`src/rtl/countdown_display_ctrl.sv`:
```
`default_nettype none
// +----------------------------------------------------------------------------+
// | countdown_display_ctrl: 0-59 s BCD countdown driving two active-low 7-seg   |
// | digits. Revision: 1.0                                                        |
// +----------------------------------------------------------------------------+
module countdown_display_ctrl #(
  parameter int TICK_DIV = 50000000,
  parameter int MAX_VAL  = 59
) (
  input  logic       clk,
  input  logic       rst_n,
  input  logic [5:0] SW,
  input  logic       load,
  input  logic       start,
  input  logic       pause,
  output logic       done,
  output logic       running,
  output logic [6:0] HEX_0,
  output logic [6:0] HEX_1
);

  localparam int            PW        = (TICK_DIV > 2) ? $clog2(TICK_DIV) : 1;
  localparam logic [PW-1:0] TICK_LAST = PW'(TICK_DIV - 1);
  localparam logic [6:0]    MAX_V     = 7'(MAX_VAL);
  localparam logic [6:0]    SEG_ZERO  = 7'b1000000;

  typedef enum logic [1:0] {
    ST_IDLE  = 2'd0,
    ST_RUN   = 2'd1,
    ST_PAUSE = 2'd2,
    ST_DONE  = 2'd3
  } state_t;

  state_t        state_q, state_d;
  logic [3:0]    tens_q, tens_d;
  logic [3:0]    units_q, units_d;
  logic [PW-1:0] presc_q, presc_d;
  logic [6:0]    hex0_q, hex0_d;
  logic [6:0]    hex1_q, hex1_d;

  logic [7:0]    load_bcd;
  logic          count_zero;
  logic          last_step;

  function automatic logic [6:0] seg7(input logic [3:0] d);
    logic [6:0] s;
    case (d)
      4'd0:    s = 7'b1000000;
      4'd1:    s = 7'b1111001;
      4'd2:    s = 7'b0100100;
      4'd3:    s = 7'b0110000;
      4'd4:    s = 7'b0011001;
      4'd5:    s = 7'b0010010;
      4'd6:    s = 7'b0000010;
      4'd7:    s = 7'b1111000;
      4'd8:    s = 7'b0000000;
      4'd9:    s = 7'b0011000;
      default: s = 7'b1111111;
    endcase
    return s;
  endfunction

  // Clamp, then peel off tens by repeated subtraction; nine passes cover 0..99.
  function automatic logic [7:0] to_bcd(input logic [5:0] sw);
    logic [6:0] r;
    logic [3:0] t;
    r = ({1'b0, sw} > MAX_V) ? MAX_V : {1'b0, sw};
    t = 4'd0;
    for (int i = 0; i < 9; i++) begin
      if (r >= 7'd10) begin
        r = r - 7'd10;
        t = t + 4'd1;
      end
    end
    return {t, r[3:0]};
  endfunction

  assign load_bcd   = to_bcd(SW);
  assign count_zero = (tens_q == 4'd0) && (units_q == 4'd0);
  assign last_step  = (tens_q == 4'd0) && (units_q == 4'd1);

  always_comb begin
    state_d = state_q;
    tens_d  = tens_q;
    units_d = units_q;
    presc_d = presc_q;
    hex0_d  = seg7(units_q);
    hex1_d  = seg7(tens_q);

    case (state_q)
      ST_IDLE: begin
        if (load) begin
          tens_d  = load_bcd[7:4];
          units_d = load_bcd[3:0];
        end else if (start && !count_zero) begin
          state_d = ST_RUN;
          presc_d = '0;
        end
      end

      ST_RUN: begin
        if (load) begin
          tens_d  = load_bcd[7:4];
          units_d = load_bcd[3:0];
          presc_d = '0;
          state_d = ST_IDLE;
        end else if (pause) begin
          state_d = ST_PAUSE;
        end else if (presc_q == TICK_LAST) begin
          presc_d = '0;
          if (units_q == 4'd0) begin
            units_d = 4'd9;
            tens_d  = tens_q - 4'd1;
          end else begin
            units_d = units_q - 4'd1;
          end
          if (last_step) begin
            state_d = ST_DONE;
          end
        end else begin
          presc_d = presc_q + 1'b1;
        end
      end

      ST_PAUSE: begin
        if (load) begin
          tens_d  = load_bcd[7:4];
          units_d = load_bcd[3:0];
          presc_d = '0;
          state_d = ST_IDLE;
        end else if (pause) begin
          state_d = ST_RUN;
        end else if (start) begin
          state_d = ST_RUN;
          presc_d = '0;
        end
      end

      ST_DONE: begin
        if (load) begin
          tens_d  = load_bcd[7:4];
          units_d = load_bcd[3:0];
          presc_d = '0;
          state_d = ST_IDLE;
        end
      end

      default: state_d = ST_IDLE;
    endcase
  end

  always_ff @(posedge clk or negedge rst_n) begin
    if (!rst_n) begin
      state_q <= ST_IDLE;
      tens_q  <= 4'd0;
      units_q <= 4'd0;
      presc_q <= '0;
      hex0_q  <= SEG_ZERO;
      hex1_q  <= SEG_ZERO;
    end else begin
      state_q <= state_d;
      tens_q  <= tens_d;
      units_q <= units_d;
      presc_q <= presc_d;
      hex0_q  <= hex0_d;
      hex1_q  <= hex1_d;
    end
  end

  assign done    = (state_q == ST_DONE);
  assign running = (state_q == ST_RUN);
  assign HEX_0   = hex0_q;
  assign HEX_1   = hex1_q;

endmodule
`default_nettype wire

```
`config.mk`:
```
export PLATFORM = sky130hd
export DESIGN_NAME = countdown_display_ctrl
export DESIGN_NICKNAME = d
export VERILOG_FILES = /design/src/rtl/countdown_display_ctrl.sv
export SDC_FILE = /design/constraint.sdc
export NUM_CORES = 1
export LEC_CHECK = 0
export BUFFER_PORTS_ARGS = -buffer_cell sky130_fd_sc_hd__buf_4
export CORE_UTILIZATION = 25
export DETAILED_ROUTE_END_ITERATION = 12
export HOLD_SLACK_MARGIN = 0.05
export PLACE_DENSITY = 0.36
export SLEW_MARGIN = 25
export SYNTH_ARGS = -nofsm -noshare
export SYNTH_HDL_FRONTEND = slang
export SYNTH_SLANG_ARGS = --single-unit
```
`constraint.sdc`:
```
create_clock -name clk -period 3.5 [get_ports clk]
set_clock_uncertainty 0.15 [all_clocks]
set_input_delay 0.35 -clock clk [delete_from_list [all_inputs] [get_ports clk]]
set_output_delay 0.35 -clock clk [all_outputs]
set_load 0.005 [all_outputs]
```
==> impl_metrics.tcl <==
set metrics [dict create \
    place_ws_ps -6500 \
    final_cell_area_sq_um 7420 \
    fin_crit_sh_pct 269 \
    timing.hold.ws_ps 206 \
    ff_latch_area_sq_um 1250 \
    ys_ff_latch 50 \
    syn2layout_area_growth_pct 49.1 \
    grt_use_total_pct 15.5 \
    rows 51 \
    synth_area_sq_um 4970 \
    grt_setup_unrepaired "true" \
    cp_top_family "compound AO/OA/AOI/OAI gates" \
    cp.required_ps 3530 \
    grt_pass1_vias 5273 \
    dpl.hpwl_mm 12.2 \
    cp-end-kind "register" \
    layout.cells.non_filler 1083 \
    dpl_cell_area_sq_um 6780 \
    vias_per_cell 4.81 \
    finalSetupViolCount 7 \
    path_class "in -> reg" \
    io_pins 27 \
    cp.buffers_inverters 6 \
    start_kind "primary input" \
    overflow 0 \
    ys_seq_area_share_pct 25.2 \
    violations "setup timing" \
    max_slew.worst_pin.slew_ps 653 \
    finalWirelength_mm 15.4 \
    power_density_nw_per_um2 1300 \
    hp-class "in -> reg" \
    crit_top_cell "ha_4" \
    vias 5209 \
    coreArea_sq_um 19500 \
    synth_enable_flop_cells 0 \
    critical_path.slowest_cell "or4_4" \
    slowest_delay_ps 430 \
    clk_pin_slew_worst_paths_ps 70 \
    maxSlewViolCount 0 \
    first_pass_iters 4 \
    max_slew_margin_pct 56.5 \
    synth_area_per_cell_sq_um 8.13 \
    finalNetCount 856 \
    p_leak_uw 0.00335 \
    fin_crit_ps 9400 \
    ir_drop_v 0.00116 \
    cp.arrival_ps 9440 \
    synthCells 612 \
    cts_max_path_buffers 2 \
    antenna_left 0 \
    root_buffer "clkbuf_16" \
    routedWlPerCell_um 14.2 \
    grt_first_pass_wirelength_mm 25.5 \
    dp_cells 1045 \
    multi_input_area_sq_um 3840 \
    yosys_most_used_dff "dfrtp_1" \
    drc 0 \
    tritoncts "done" \
    grt_start_max_net_pins 51 \
    drt_iter0_markers 191 \
    gp_congestion 0.825 \
    synthArstFlopShare_pct 100 \
    timing.final.ws_setup_ps -5900 \
    maxCapViolCount 0 \
    die_area_sq_um 20500 \
    nFillCells 1977 \
    yosys_warnings 0 \
    portBuffers 26 \
    initial_core_util_pct 25.6 \
    cts_sinks 50 \
    layout-drive-gt1-share_pct 39.7 \
    ys_types 95 \
    cp_max_fo 5 \
    final-hold-violation-count 0 \
    finalPower_uw 9650 \
    antenna_cells 0 \
    clock_latency_ps 290 \
    die_h_um 143 \
    antenna_found_initial 0 \
    htree_num_levels 2 \
    synthesis.nets 651 \
    fmax_mhz 106 \
    layout_common_cells "buf_4 (211), nand2_1 (57), nor2_1 (55)" \
    die_w_um 143 \
    status "complete, but fails checks" \
    cts-buffers-inserted 5 \
    final_common_cell "buf_4" \
]
[cells in the mapped netlist (3+ instances only)]
cell type   n  area share [%]
inv_2       3            0.23
a21boi_0    3            0.45
ha_1       28             7.0
and2_1     10             1.3
o21ai_1     5            0.50
o21ai_0    47             4.7
nand2_1    64             4.8
buf_2       9            0.91
a21o_1     10             1.5
o21a_1      7             1.1
a211oi_1    6            0.91
a31oi_1     8             1.0
xnor2_1    13             2.3
o211ai_1    5            0.75
dfrtp_1    48              24
a2bb2oi_1   3            0.53
nand2b_1   15             1.9
a211o_1     5            0.88
or2_2       3            0.38
o22ai_1     6            0.75
nand4_1     5            0.63
nand3b_1    7             1.1
mux2_2      9             2.0
a21oi_1    42             4.2
o31ai_1     4            0.60
and3_1     11             1.4
or3_1       5            0.63
mux2i_1     5             1.0
nor2_1     56             4.2
nor2b_1     5            0.63
nand3_1    19             1.9
xor2_1     23             4.1
nor3_1     11             1.1
inv_1      26             2.0
o211a_1     3            0.60
clkbuf_1   10            0.75
[metal layers]
| layer | part of all wire (%) | track usage, % | wire (um) | up-vias |
|---|---|---|---|---|
| met5 | 0 | 0 | 0 | - |
| met4 | 1.3 | 3.62 | 199 | 0 |
| met3 | 2.9 | 1.71 | 440 | 13 |
| met2 | 49 | 27.8 | 7590 | 52 |
| met1 | 47 | 19.7 | 7200 | 2507 |
| li1 | - | - | - | 2637 |
[sequential cells by signal, indices dropped and copies added (netlist names)]
register  cells
presc_q      26
HEX_0         7
HEX_1         7
tens_q        4
units_q       4
state_q       2
[cell families after synthesis]
| logic type | Yosys count | synth area share [%] |
|---|---|---|
| adders and majority gates | 28 | 7.04 |
| xor gates and xnor gates | 40 | 7.77 |
| DFF | 50 | 25.2 |
| muxes | 16 | 3.62 |
| AOI/OAI and AO/OA | 191 | 27.5 |
| and+or+nand+nor | 234 | 24.3 |
| buffers and inverters | 53 | 4.60 |
[worst paths after layout]
check / from / to / slack, ps / depth (start not counted)
max: SW[5] / units_q[1] / -5900 / 59
min: load / state_q[0] / 210 / 2
max reg2reg: tens_q[1] / presc_q[25] / 340 / 16
min reg2reg: presc_q[1] / presc_q[1] / 360 / 2
max in group asynchronous: rst_n / state_q[1] / 2280 / 2
min in group asynchronous: rst_n / presc_q[12] / 490 / 2
[layout make-up]
| type | instances | area share (%) |
|---|---|---|
| inverters | 30 | 1.59 |
| clock inverters | 2 | 0.506 |
| flip-flops and latches | 50 | 16.9 |
| multi-input cells | 509 | 51.8 |
| well taps | 265 | 4.47 |
| clock buffers | 6 | 1.74 |
| repair buffers | 221 | 23.0 |
[through the flow]
| stage | utilization (%) | setup TNS, ps |
|---|---|---|
| 4_1_cts | 37.1 | -40730 |
| 3_5_place_dp | 34.8 | -45040 |
| 3_3_place_gp | 34.8 | -43650 |
| 6_report | 38.1 | -40870 |
| 5_1_grt | 38.1 | -44200 |
| 2_1_floorplan | - | -45610 |
[worst register-to-register path, cell delays in order (launching register included)]
cell and delay, ps:
dfrtp_1 430, inv_1 160, ha_1 250, nand2b_1 90, nor2_1 70, nand2_1 90
nand2_1 70, mux2i_1 150, a21oi_1 90, a21oi_1 180, a21oi_1 110, nor3_1 310
and3_2 310, and4_1 260, nand4_1 130, xor2_1 150, nor2_1 50
[power breakdown]
group	internal (uW)	switching (uW)	total [uW]
registers	744	96.9	841
clock network	338	220	558
logic	4470	3780	8250
total	5550	4100	9650
[repair_timing]
item                                    CTS  global route
buffers inserted                         23             7
resized for setup                        21            33
endpoints found under the hold margin    48             0
endpoints found under the setup margin    7             9
hold buffers                              1             0
pin swaps                                29            17
Power figures use the tool's default switching activity.
